$ cat config.mk
export PLATFORM = sky130hd
export DESIGN_NAME = uart_rcu
export DESIGN_NICKNAME = d
export VERILOG_FILES = /design/src/rtl/uart_pkg.sv /design/src/rtl/rx_bit_timer.sv /design/src/rtl/uart_rcu.sv
export SDC_FILE = /design/constraint.sdc
export NUM_CORES = 1
export LEC_CHECK = 0
export ABC_AREA = 1
export CAP_MARGIN = 20
export CORE_ASPECT_RATIO = 0.7
export CORE_UTILIZATION = 55
export CTS_BUF_LIST = sky130_fd_sc_hd__clkbuf_8
export CTS_CLUSTER_SIZE = 10
export DETAILED_ROUTE_END_ITERATION = 12
export MAX_ROUTING_LAYER = met4
export PLACE_DENSITY = 0.77
export RECOVER_POWER = 100
export REMOVE_ABC_BUFFERS = 1
export SYNTH_ARGS = -nofsm -noshare
export SYNTH_HDL_FRONTEND = slang
export SYNTH_HIERARCHICAL = 1
export SYNTH_SLANG_ARGS = --single-unit
$ cat constraint.sdc
create_clock -name clk -period 2.3 [get_ports clk]
set_input_delay 0.23 -clock clk [delete_from_list [all_inputs] [get_ports clk]]
set_output_delay 0.23 -clock clk [all_outputs]
set_load 0.1 [all_outputs]
$ cat src/rtl/uart_pkg.sv
// Shared definitions for the debugger UART receive path: state encoding and
// default frame geometry.
package uart_pkg;

  localparam int DEFAULT_CLK_PER_BIT = 434;  // 50 MHz / 115200 baud
  localparam int DEFAULT_DATA_BITS   = 8;

  typedef enum logic [2:0] {
    IDLE       = 3'd0,
    START_BIT  = 3'd1,
    RECV_BIT   = 3'd2,
    STOP_BIT   = 3'd3,
    LOAD       = 3'd4,
    BREAK_WAIT = 3'd5
  } rx_state_e;

endpackage

$ cat src/rtl/rx_bit_timer.sv
// Bit-period timer for the UART receiver: pulses tick at the end of a full or
// half bit period; restarted by the receiver on every state change.
module rx_bit_timer
  import uart_pkg::*;
#(
  parameter int CLK_PER_BIT = DEFAULT_CLK_PER_BIT
) (
  input  logic clk,
  input  logic n_Rst,
  input  logic clear,
  input  logic half,
  output logic tick
);

  localparam int CW = $clog2(CLK_PER_BIT);
  localparam logic [CW-1:0] FULL_LIMIT = CW'(CLK_PER_BIT - 1);
  localparam logic [CW-1:0] HALF_LIMIT = CW'(CLK_PER_BIT / 2 - 1);

  logic [CW-1:0] count;
  logic [CW-1:0] limit;

  assign limit = half ? HALF_LIMIT : FULL_LIMIT;
  assign tick  = (count == limit);

  // NOTE: sequential state is written with non-blocking assignments only, so
  // every flop samples pre-edge values regardless of block ordering.
  always_ff @(posedge clk or negedge n_Rst) begin
    if (!n_Rst) begin
      count <= '0;
    end else if (clear || tick) begin
      count <= '0;
    end else begin
      count <= count + CW'(1);
    end
  end

endmodule

$ cat src/rtl/uart_rcu.sv
// UART receive control unit: synchronises serial_in, frames 8N1 data LSB-first
// and hands bytes to the debugger through a ready/read handshake.
module uart_rcu
  import uart_pkg::*;
#(
  parameter int CLK_PER_BIT = DEFAULT_CLK_PER_BIT,
  parameter int DATA_BITS   = DEFAULT_DATA_BITS
) (
  input  logic                 clk,
  input  logic                 n_Rst,
  input  logic                 serial_in,
  input  logic                 data_read,
  output logic [DATA_BITS-1:0] rx_data,
  output logic                 data_ready,
  output logic                 framing_error,
  output logic                 overrun_error,
  output logic                 rx_state
);

  localparam int BW = $clog2(DATA_BITS + 1);
  localparam logic [BW-1:0] LAST_BIT = BW'(DATA_BITS - 1);

  rx_state_e state, state_next;

  logic sync_1, rx_s, rx_d;
  logic start_edge;
  logic tick;
  logic shift_en, load_en, fe_set;
  logic [BW-1:0]        bit_cnt;
  logic [DATA_BITS-1:0] shift_reg;

  // Synchroniser flops reset to 1 so an idle line never looks like a start edge.
  always_ff @(posedge clk or negedge n_Rst) begin
    if (!n_Rst) begin
      sync_1 <= 1'b1;
      rx_s   <= 1'b1;
      rx_d   <= 1'b1;
    end else begin
      sync_1 <= serial_in;
      rx_s   <= sync_1;
      rx_d   <= rx_s;
    end
  end

  assign start_edge = rx_d & ~rx_s;

  rx_bit_timer #(
    .CLK_PER_BIT(CLK_PER_BIT)
  ) u_timer (
    .clk   (clk),
    .n_Rst (n_Rst),
    .clear (state_next != state),
    .half  (state == START_BIT),
    .tick  (tick)
  );

  always_ff @(posedge clk or negedge n_Rst) begin
    if (!n_Rst) begin
      state <= IDLE;
    end else begin
      state <= state_next;
    end
  end

  // NOTE: every output of this block gets a default first; a path that leaves
  // one unassigned would infer a latch.
  always_comb begin
    state_next = state;
    shift_en   = 1'b0;
    load_en    = 1'b0;
    fe_set     = 1'b0;
    unique case (state)
      IDLE: begin
        if (start_edge) state_next = START_BIT;
      end
      START_BIT: begin
        if (tick) state_next = rx_s ? IDLE : RECV_BIT;
      end
      RECV_BIT: begin
        if (tick) begin
          shift_en = 1'b1;
          if (bit_cnt == LAST_BIT) state_next = STOP_BIT;
        end
      end
      STOP_BIT: begin
        if (tick) begin
          if (rx_s) begin
            state_next = LOAD;
          end else begin
            fe_set     = 1'b1;
            state_next = BREAK_WAIT;
          end
        end
      end
      LOAD: begin
        load_en    = 1'b1;
        state_next = IDLE;
      end
      BREAK_WAIT: begin
        if (rx_s) state_next = IDLE;
      end
      default: state_next = IDLE;
    endcase
  end

  // Data arrives LSB-first, so shifting right leaves bit 0 at the bottom.
  always_ff @(posedge clk or negedge n_Rst) begin
    if (!n_Rst) begin
      shift_reg <= '0;
      bit_cnt   <= '0;
    end else begin
      if (shift_en) shift_reg <= {rx_s, shift_reg[DATA_BITS-1:1]};
      if (state != RECV_BIT) bit_cnt <= '0;
      else if (shift_en)     bit_cnt <= bit_cnt + BW'(1);
    end
  end

  // A load and a debugger read in the same cycle: the new byte stays ready.
  always_ff @(posedge clk or negedge n_Rst) begin
    if (!n_Rst) begin
      rx_data       <= '0;
      data_ready    <= 1'b0;
      framing_error <= 1'b0;
      overrun_error <= 1'b0;
    end else if (load_en) begin
      rx_data       <= shift_reg;
      data_ready    <= 1'b1;
      framing_error <= 1'b0;
      if (data_ready && !data_read) overrun_error <= 1'b1;
      else if (data_read)           overrun_error <= 1'b0;
    end else begin
      if (fe_set) framing_error <= 1'b1;
      if (data_read && data_ready) begin
        data_ready    <= 1'b0;
        overrun_error <= 1'b0;
      end
    end
  end

  assign rx_state = (state != IDLE);

endmodule

==> summary.md <==
| Metric | Value |
|---|---|
| Status | `completed` |
| Worst path slowest cell | `dfrtp_2` |
| Mapped Avg Cell Area | `8.73 um^2` |
| DIE HEIGHT | `slightly below 50 um` |
| HPWL after DPL | `~2400 um` |
| RD Place Congestion | `0.907` |
| Share of the synthesized area in the top cell type | `49.4%` |
| Critical path type | `reg -> reg` |
| Pre-CTS WS | `0.0209 ns` |
| Vias in the first global route | `between 1000 and 1500` |
| Sequential cell area fraction in the yosys report | `between 50% and 60%` |
| Worst clock skew | `between 0.004 and 0.005 ns` |
| Required time worst endpoint | `2.48 ns` |
| # port buffers | `15` |
| Crit path max fanout | `9` |
| CP Cell Sequence | `inv_2 -> nand2_1 -> nor2_4 -> inv_1 -> nor2_1 -> nand3_1 -> nand2_1 -> nand2_2 -> inv_4 -> inv_4 -> o21ai_1 -> nand2_1 -> nor2_2 -> nand3_1 -> nand2_1 -> inv_1 -> nand2_4 -> nor2_1` |
| Max rail drop VDD | `between 0.6 and 0.7 mV` |
| H-Tree Depth | `2` |
| Most frequent cell on the critical path | `nand2_1` |
| Worst slew margin | `21.0%` |
| Synth cell types | `26` |
| Hold Slack | `0.366 ns` |
| Met2 WL post-DR | `1590 um` |
| Chip Width | `69.9 um` |
| Die ar. | `3460 um^2` |
| Ranking of synthesized cells by area | `dfrtp_1 49%, nand2_1 10%, inv_1 5.5%, nor2_1 5.3%, o21ai_1 4.5%` |
| Core Util, Final | `69.9%` |
| Sinks on Clock Net | `38` |
| Final nets | `236` |
| WL per Instance | `13.0 um` |
| Placed Area | `roughly 1900 um^2` |
| Critical Path Start Type | `flip-flop` |
| Core Region | `2920 um^2` |
| Maxcap violations | `0` |
| Synth Register Bits | `38` |
| Vias per cell | `5.20` |
| Layout Area Growth over Synthesis | `15.3%` |
| Post-Syn Area | `roughly 1800 um^2` |
| Max-slew violation count | `0` |
| Final hold viol count | `0` |
| Clock-pin slew on the worst setup and hold paths | `roughly 0.07 ns` |
| WL met1 | `between 1500 and 2000 um` |
| Worst Setup End Kind | `flip-flop` |
| Max FFs per register | `9` |
| Synth warn | `6` |
| Minimum clock period after layout | `2.19 ns` |
| Top routing layer used | `met4` |
| Post-synth ARST share | `100%` |
| Congestion Overflow GR | `0` |
| Worst Hold Class | `reg -> reg` |
| DR pass1 iterations | `5` |
| Routed Antenna Nets | `0` |
| Achievable Freq | `roughly 460 MHz` |
| Most numerous cell in the Yosys netlist | `nand2_1` |
| Share of layout cells above drive strength 1 | `16.9%` |
| Global-route wire length before repair | `5880 um` |
| Top Ports | `16` |
| Remaining DRCs | `0` |
| Power per cell area | `735 nW/um^2` |
| Final setup vio count | `0` |
| Post-synth top cells | `48 x nand2_1, 35 x dfrtp_1, 26 x inv_1, 25 x nor2_1, 16 x o21ai_1` |
| DR vias | `1389` |
| Met3 routed WL | `199 um` |
| Initial core utilization | `60.7%` |
| Post-Place Cells | `254` |
| Post-synth top area cell | `dfrtp_1` |
| CTS tree | `built` |
| Worst Tran Pin Value | `1.19 ns` |
| Worst-Skew Late Latency | `0.29 ns` |
| Slowest cell delay on critical path | `around 0.45 ns` |
| Total Routing Usage GR | `22.4%` |
| Maximum clock insertion buffer count | `2` |
| Routed WL | `3460 um` |
| Initial antenna violation count | `0` |
| DR iter-0 viols | `194` |
| Final Instance Area | `2040 um^2` |
| Final Instance Count excl. Fillers | `267` |
| Fin worst setup slack | `0.113 ns` |
| Inserted Clock Buffers | `5` |
| # diodes | `0` |
| Largest net degree at the start of global routing | `22` |
| Most used DFF post-synth | `dfrtp_1` |
| LEAKAGE | `~0.0011 uW` |
| Fin crit share | `95.1%` |
| Root buffer cell | `clkbuf_8` |
| Cell Rows | `16` |
| EDFF count, synth | `0` |
| Worst Path Arrival | `2.36 ns` |
| Cell count after synthesis | `203` |
[worst paths after layout]
path	startpoint	to	slack (ns)	cells past startpoint
worst max-delay path	state[1]$_DFF_PN0_	u_timer/count[6]$_DFF_PN0_	0.11	18
worst min-delay path	sync_1$_DFF_PN1_	rx_s$_DFF_PN1_	0.37	0
worst max register to register	state[1]$_DFF_PN0_	u_timer/count[6]$_DFF_PN0_	0.11	18
worst min register to register	sync_1$_DFF_PN1_	rx_s$_DFF_PN1_	0.37	0
max in group asynchronous	n_Rst	state[1]$_DFF_PN0_	0.86	2
min in group asynchronous	n_Rst	shift_reg[5]$_DFFE_PN0P_	0.62	2
[critical path: cells and delay by family (launching register included)]
family                 cells  cell delay [ns]
buffers and inverters      5             0.39
flip-flops                 1             0.45
AO/OA/AOI/OAI              1             0.12
AND/OR/NAND/NOR           12             1.12
[per-stage QoR]
| stage | power [uW] | setup TNS (ns) |
|---|---|---|
| 2_1_floorplan | 896 | 0 |
| 5_1_grt | 1570 | -0.752 |
| 6_report | 1500 | 0 |
| 4_1_cts | 1510 | 0 |
| 3_3_place_gp | 947 | 0 |
| 3_5_place_dp | 953 | 0 |
[where the power goes]
group          total, uW  switching [uW]  internal (uW)
logic                185             118           66.7
registers            762            51.4            711
clock network        556             237            319
[final cells by class]
| type | count | area (um^2) |
|---|---|---|
| Sequential cell | 38 | 956 |
| Fill cell | 236 | 878 |
| Multi-Input combinational cell | 132 | 692 |
| Timing Repair Buffer | 22 | 121 |
| Inverter | 31 | 121 |
| Clock buffer | 5 | 68.8 |
| Tap cell | 36 | 45.0 |
| Clock inverter | 3 | 40.0 |
[cells in the final DEF (no fill, tap or decap), types with 3 or more instances in the layout]
master and count:
buf_4 5, inv_1 25, dfrtp_1 34, inv_2 4, clkbuf_8 5, o21ai_0 11
clkbuf_1 13, nand2_1 48, nor2_1 23, nand2_2 4, o21ai_2 3, xor2_1 4
o21ai_1 8, nand4_1 4, nand3_1 10
[kinds of logic (layout without fill, tap and decap cells)]
group           Yosys count  after routing  share of synthesized area, %
simple gates             99             99                          25.9
compound gates           25             25                          8.19
flops                    38             38                          53.8
xor+xnor                  6              6                          2.96
buf+inv                  33             61                          7.69
fa+ha+maj                 2              2                          1.41
[timing repair]
| item | in CTS | in global routing |
|---|---|---|
| hold buffers | 0 | 0 |
| setup endpoints to repair | 0 | 11 |
| resized for setup | 0 | 8 |
| buffers inserted | 0 | 5 |
[metal layers]
| metal | track usage (%) | vias up |
|---|---|---|
| met5 | - | - |
| li1 | - | 689 |
| met3 | 6.54 | 4 |
| met1 | 30.1 | 652 |
| met4 | 6.00 | 0 |
| met2 | 33.7 | 44 |
Note: power is estimated with default switching activity, not from simulation.
